$ cat config.mk
export PLATFORM = sky130hd
export DESIGN_NAME = cinnabon_fpga_qsys_input_conditioner
export DESIGN_NICKNAME = d
export VERILOG_FILES = /design/src/rtl/cinnabon_fpga_qsys_input_conditioner.sv
export SDC_FILE = /design/constraint.sdc
export NUM_CORES = 1
export LEC_CHECK = 0
export CORE_ASPECT_RATIO = 0.75
export CORE_MARGIN = 5
export CORE_UTILIZATION = 30
export DETAILED_ROUTE_END_ITERATION = 12
export HOLD_SLACK_MARGIN = 0.03
export PLACE_DENSITY = 0.5
export SLEW_MARGIN = 40
export SYNTH_ARGS = -nofsm -noshare
export SYNTH_HDL_FRONTEND = slang
export SYNTH_SLANG_ARGS = --single-unit
$ cat constraint.sdc
create_clock -name clk -period 3 [get_ports clk]
set_input_delay 0.9 -clock clk [delete_from_list [all_inputs] [get_ports clk]]
set_output_delay 0.9 -clock clk [all_outputs]
set_load 0.01 [all_outputs]
$ cat src/rtl/cinnabon_fpga_qsys_input_conditioner.sv
// cinnabon_fpga_qsys_input_conditioner
// Resynchronises and debounces each bit of the raw board inputs that feed
// the Qsys PIO in_port. It also produces registered per-bit rise/fall pulses.
// Optional sticky rising-edge capture with an interrupt output is enabled by
// defining CINNABON_INPUT_EDGE_CAPTURE_EN. The port list is identical either
// way; with the macro undefined the capture outputs are constant 0.
module cinnabon_fpga_qsys_input_conditioner #(
  parameter int WIDTH           = 16,
  parameter int DEBOUNCE_CYCLES = 1000,
  parameter int CNT_WIDTH       = 16
) (
  input  logic             clk,
  input  logic             reset,
  input  logic [WIDTH-1:0] raw_in,
  output logic [WIDTH-1:0] level_out,
  output logic [WIDTH-1:0] rise_pulse,
  output logic [WIDTH-1:0] fall_pulse,
  input  logic [WIDTH-1:0] capture_clear,
  output logic [WIDTH-1:0] edge_capture,
  output logic             capture_irq
);

  // The count at which a persistent mismatch is accepted. The counter never
  // exceeds this value, so it cannot wrap.
  localparam logic [CNT_WIDTH-1:0] CNT_LAST = CNT_WIDTH'(DEBOUNCE_CYCLES - 1);

  logic [WIDTH-1:0]     sync_p0;
  logic [WIDTH-1:0]     sync_p1;
  logic [CNT_WIDTH-1:0] cnt_p2 [WIDTH];

  // Stage p0/p1: two-flop synchroniser per bit, with no logic between the stages.
  always_ff @(posedge clk) begin
    if (reset) begin
      sync_p0 <= '0;
      sync_p1 <= '0;
    end else begin
      sync_p0 <= raw_in;
      sync_p1 <= sync_p0;
    end
  end

  // Stage p2: independent debounce per bit. The level and its pulses update together.
  always_ff @(posedge clk) begin
    if (reset) begin
      level_out  <= '0;
      rise_pulse <= '0;
      fall_pulse <= '0;
      for (int i = 0; i < WIDTH; i++) begin
        cnt_p2[i] <= '0;
      end
    end else begin
      rise_pulse <= '0;
      fall_pulse <= '0;
      for (int i = 0; i < WIDTH; i++) begin
        if (sync_p1[i] == level_out[i]) begin
          cnt_p2[i] <= '0;
        end else if (cnt_p2[i] == CNT_LAST) begin
          level_out[i]  <= sync_p1[i];
          rise_pulse[i] <= sync_p1[i];
          fall_pulse[i] <= ~sync_p1[i];
          cnt_p2[i]     <= '0;
        end else begin
          cnt_p2[i] <= cnt_p2[i] + CNT_WIDTH'(1);
        end
      end
    end
  end

`ifdef CINNABON_INPUT_EDGE_CAPTURE_EN
  logic [WIDTH-1:0] capture_p3;
  logic             irq_p4;

  // Stage p3/p4: sticky rise flags (set beats clear), then a registered OR for the IRQ.
  always_ff @(posedge clk) begin
    if (reset) begin
      capture_p3 <= '0;
      irq_p4     <= 1'b0;
    end else begin
      capture_p3 <= (capture_p3 & ~capture_clear) | rise_pulse;
      irq_p4     <= |capture_p3;
    end
  end

  assign edge_capture = capture_p3;
  assign capture_irq  = irq_p4;
`else
  // Capture is disabled. capture_clear is reduced only so that the input is not left dangling.
  logic unused_capture_clear;
  assign unused_capture_clear = ^capture_clear;
  assign edge_capture = '0;
  assign capture_irq  = 1'b0;
`endif

endmodule

### Word-level counts from Yosys, hierarchy flattened

Memory sizes are Yosys's and may differ from the RTL's.
Cells that the tools add are included.

| storage, ports and cells | value |
|---|---|
| flip-flop bits (word level) | 80 |
| latch bits | 0 |
| memory bits (writable) | 256 |
| bits in read-only memories | 0 |
| input bits | 34 |
| output and inout port bits | 65 |
| word-level logic and storage cells | 453 |
| memories | 1 |

| operators by class | value |
|---|---|
| add/subtract/negate cells | 16 |
| $mul | 0 |
| div/mod/pow operators | 0 |
| magnitude comparators | 0 |
| eq/ne operators | 32 |
| shifts and indexed selects | 0 |
| muxes and demuxes | 226 |
| bitwise logic cells | 96 |
| reductions and logical operators | 32 |

Memories:

| memory | words | bits a word | rd ports | clocked after Yosys merged registers in | wr ports | RTL line | RTL |
|---|---|---|---|---|---|---|---|
| cnt_p2 | 16 | 16 | 16 | 0 | 16 | 29 | `logic [CNT_WIDTH-1:0] cnt_p2 [WIDTH];` |

Operators by type and width:

| kind | number |
|---|---|
| 2-to-1 mux 16 bit | 48 |
| adder 16 x 1 -> 16 bit, second input constant | 16 |
| equality test 16 x 10 -> 1 bit, second input constant | 16 |
| 2-to-1 mux 1 bit | 178 |
| inverter 1 bit | 48 |
| bitwise OR 1 bit | 48 |
| OR reduction 3 bit | 16 |
| AND reduction 2 bit | 16 |
| equality test 1 bit | 16 |

### Logic depth before layout (Yosys ltp)

An unclocked memory read counts as a cell.

| depth | value |
|---|---|
| word-level depth | 8 |
| gate-level depth with buffers | 7 |
| gate-level depth less buffers | 5 |

### Worst setup path after synthesis

OpenSTA, ideal clock, no wires.

| timing path | value |
|---|---|
| path kind | flip-flop to flip-flop |
| start | mem cnt_p2[4][0] (netlist: cnt_p2[0][64]) |
| end | mem cnt_p2[4][10] (netlist: cnt_p2[0][74]), data pin |
| setup time | 254 ps |
| data arrival time | 1907 ps |
| data required time | 2746 ps |
| slack | 838 ps |
| cell stages (with the launch flop) | 8 |
| path buffers | 2 |
| clock period less this slack | 2162 ps |
| path through | edfxtp_1 ha_1 or4bb_1 or4_1 buf_2 nand2_4 buf_6 nor2_1 |

RTL lines:

| element | RTL line |
|---|---|
| start: declaration | 29 |

### Worst setup path after layout

| timing path | value |
|---|---|
| start | reg level_out[4] |
| end | out level_out[4] |

RTL lines:

| element | RTL line | RTL |
|---|---|---|
| start: declaration | 15 | `output logic [WIDTH-1:0] level_out,` |
| start signal: indexed assignment | 58 | `level_out[i] <= sync_p1[i];` |

No word-level cell between the ends.

==> parameters.txt <==
Parameter                              Value

CTS
  CTS Root Buffer Type ... clkbuf_16
  Clock tree from TritonCTS ... done
  Num CTS Buffers ... 39
  Number of buffers on the longest clock path ... 3
  Number of buffers inserted for hold repair after clock tree synthesis ... 0
  H-Tree Level Count ... 2
  Clock latency on the worst-skew pair ... 0.54 ns
  Post-CTS setup-driven buffer insertion count ... 0
  Clock-pin transition on the worst setup and hold timing paths ... 0.06 ns
  Total number of clock tree sinks ... 336
  PostCTS Resize Cnt ... 0

Worst setup path
  Required time at the worst-slack endpoint ... 2.10 ns
  Worst path max stage delay ... 0.59 ns
  Kind of capture point of the worst setup path ... primary output
  Crit path launch type ... register
  Critical path, cell by cell ... clkdlybuf4s50_1
  Maximum fanout along the worst path ... 5
  Max stage delay cell, worst path ... clkdlybuf4s50_1
  End of the worst register-to-register path ... cnt_p2[0][71]
  Family of cells with the greatest summed delay on the critical path ... buffers and inverters
  Classification of the worst setup path ... register to primary output
  Crit path arrival time ... 1.54 ns
  Source of the worst register-to-register timing path ... cnt_p2[0][65]
  Worst reg-to-reg setup slack ... 0.59 ns
  Buf+Inv Stages, Crit Path ... 1
  Critical path origin ... level_out[4]
  Worst-case reg-to-reg path depth ... 5

Synth
  Synth Register Bits ... 336
  Post-synthesis instance area ... 0.0166 mm²
  Main combinational cell family by area after synthesis ... simple AND/OR/NAND/NOR gates
  Compound-Gate Fraction of Synth Area ... 0.0140
  Synth async-reset ratio ... 0
  Simple-gate portion of the synthesized area ... 0.261
  Most repeated cell in the gate-level netlist after synthesis ... nor2_1
  Multiplexer share of the synthesized area ... 0.00724
  Top area cells in the synthesized netlist ... edfxtp_1 (46%), dfxtp_1 (9.7%), xnor2_1 (9.0%)
  Primary flip-flop cell chosen by synthesis mapping ... edfxtp_1
  Adder-Cell Fraction of Synth Area ... 0.0121
  Cell type with the highest aggregate area in the netlist ... edfxtp_1
  Number of warnings printed during yosys synthesis ... 0
  Number of flops mapped to enable cells by yosys ... 256
  Portion of synthesized cell area occupied by the leading cell type ... 0.464
  Synthesized-area fraction occupied by xor and xnor cells ... 0.117
  Top cells by count, synth ... nor2_1 (298), edfxtp_1 (256), xnor2_1 (170), nand3_1 (95), dfxtp_1 (80)
  Avg Synthesized Cell Area ... 10.6 µm²
  Gate count of the mapped netlist ... 1558
  Post-synthesis cell type count ... 49
  Part of the Yosys area used for sequential elements ... 0.560

Cells and area
  Multi-input logic area ... 0.00784 mm²
  Count of placed standard cells in the final layout, fillers left out ... 2636
  Inserted Diodes ... 0
  Ratio of cells with drive above 1 in the final layout ... 0.0444
  Final layout net count ... 1935
  Fill cell instance count of the final layout ... 5514
  P&R area growth vs syn ... 21.3%
  Area occupied by registers ... 0.00929 mm²

Global routing
  Number of global-route vias before repair ... 10600
  Antenna violations before repair ... 0
  Largest net degree at the start of global routing ... 40
  Total global routing overflow ... 0
  Total global routing track utilization ... 0.102
  First-pass GRT wire length ... 52.0 mm

Drt
  Total number of vias ... 11500
  Detailed Route Iter0 Violations ... 619
  Number of remaining DRC errors ... 0
  Antenna Violating Nets Remaining ... 0
  Average wire per cell in the routed design ... 11.9 µm
  Initial DRT Pass Iterations ... 5
  Average vias per placed instance ... 4.38
  Total wire length ... 31.4 mm

Timing
  Final Hold Viols ... 0
  Max Freq ... 410 MHz
  RSZ-0062 raised after global routing ... no
  Slew HR ... 0.583
  Count of pins over their slew limit ... 0
  Worst-Margin Slew ... 0.620 ns
  Final critical path time including I/O delays and setup ... 2.44 ns
  Tcrit/Tclk final ... 0.813
  Max Clock Skew ... 0.00936 ns
  Setup Total Neg Slack ... 0 ns
  Final setup violating endpoints ... 0

Floorplan
  Die extent in y ... 214 µm
  Floorplan core area ... 0.0546 mm²
  Die area ... 0.0601 mm²
  Die width ... 281 µm
  Std-Cell Rows ... 74
  I/O pin cnt ... 99
  Initial cell density of the core ... 0.304

Pwr
  Worst IR Drop VDD ... 0.300 mV
  Power Density ... 515 mW/mm²
  Leakage dissipation ... 6.70 nW
  Overall power of the completed layout ... 10.4 mW

Hold path
  Worst min-delay path endpoint ... sync_p1[13]
  Hold WC Path Type ... register to register
  Worst Hold Launch ... sync_p0[13]
  Worst Hold Depth ... 1

Place
  DP HPWL ... 21.6 mm
  Placer's final routability congestion estimate ... 0.745
  Port-buffer cells ... 65
  Placed Cells ... 2566

Job
  # Max-Cap Violations ... 0

Outcome
  Status ... complete, no violations
==> power breakdown <==
group	internal [mW]	leakage [nW]	switching (mW)	total, mW
combinational	0.171	2.80	0.232	0.403
sequential	5.18	3.29	0.187	5.36
clock	2.70	0.610	1.89	4.59
total	8.04	6.70	2.31	10.4
==> metal layers <==
layer | vias up | share of wire | GRT usage
met3 | 52 | 0.041 | 0.0222
met1 | 5349 | 0.53 | 0.151
met4 | 0 | 0.025 | 0.0341
met2 | 148 | 0.41 | 0.150
met5 | - | 0 | 0
li1 | 5989 | - | -
==> worst reg2reg max path, cell delays in order, from the launching register on <==
cell and delay [ns]:
edfxtp_1 0.46, ha_1 0.28, or4bb_1 0.39, or4_1 0.69, nand2_4 0.25, nor2_1 0.09
==> through the flow <==
stage          hold WS, ns  utilization  setup slack (ns)  area [µm²]
2_1_floorplan        0.414            -             0.838       17600
3_3_place_gp         0.420        0.346             0.412       18900
3_5_place_dp         0.425        0.346             0.378       18900
4_1_cts              0.439        0.368             0.502       20100
5_1_grt              0.449        0.368             0.364       20100
6_report             0.434        0.368             0.561       20100
==> cells by family after synthesis <==
logic type	count (synthesis)
compound gates	35
xor+xnor	221
buf+inv	97
mux	12
flops	336
simple gates	839
fa+ha+maj	16
other cells	2
==> final cells by class <==
cell class                 count  area share
sequential                   336       0.462
multi-input combinational   1396       0.390
clock buffer                  62      0.0588
tap                          722      0.0449
timing repair buffer          72      0.0348
inverter                      40     0.00747
clock inverter                 8     0.00218
==> worst max-delay path by stage <==
stage	end	cells past startpoint	slack (ns)
2_1_floorplan	cnt_p2[0][74]	7	0.84
3_3_place_gp	cnt_p2[1][78]	5	0.41
3_5_place_dp	cnt_p2[1][70]	5	0.38
4_1_cts	level_out[6]	1	0.50
5_1_grt	cnt_p2[1][86]	4	0.36
6_report	level_out[4]	1	0.56
==> sequential cells by signal (all words and copies together), names as in the netlist <==
name	flops
level_out	16
sync_p0	16
fall_pulse	16
rise_pulse	16
sync_p1	16
cnt_p2	256
==> cells in the final DEF, fill, tap and decap left out, types with 64 or more instances in the layout <==
cell and n:
nand3_1 95, nand4_1 73, nor4_1 68, xnor2_1 170
clkdlybuf4s50_1 64, dfxtp_1 80, nor3_1 74, conb_1 273
nand2_1 71, nor2_1 298, edfxtp_1 256
No activity file was read; power rests on OpenSTA's default activity.
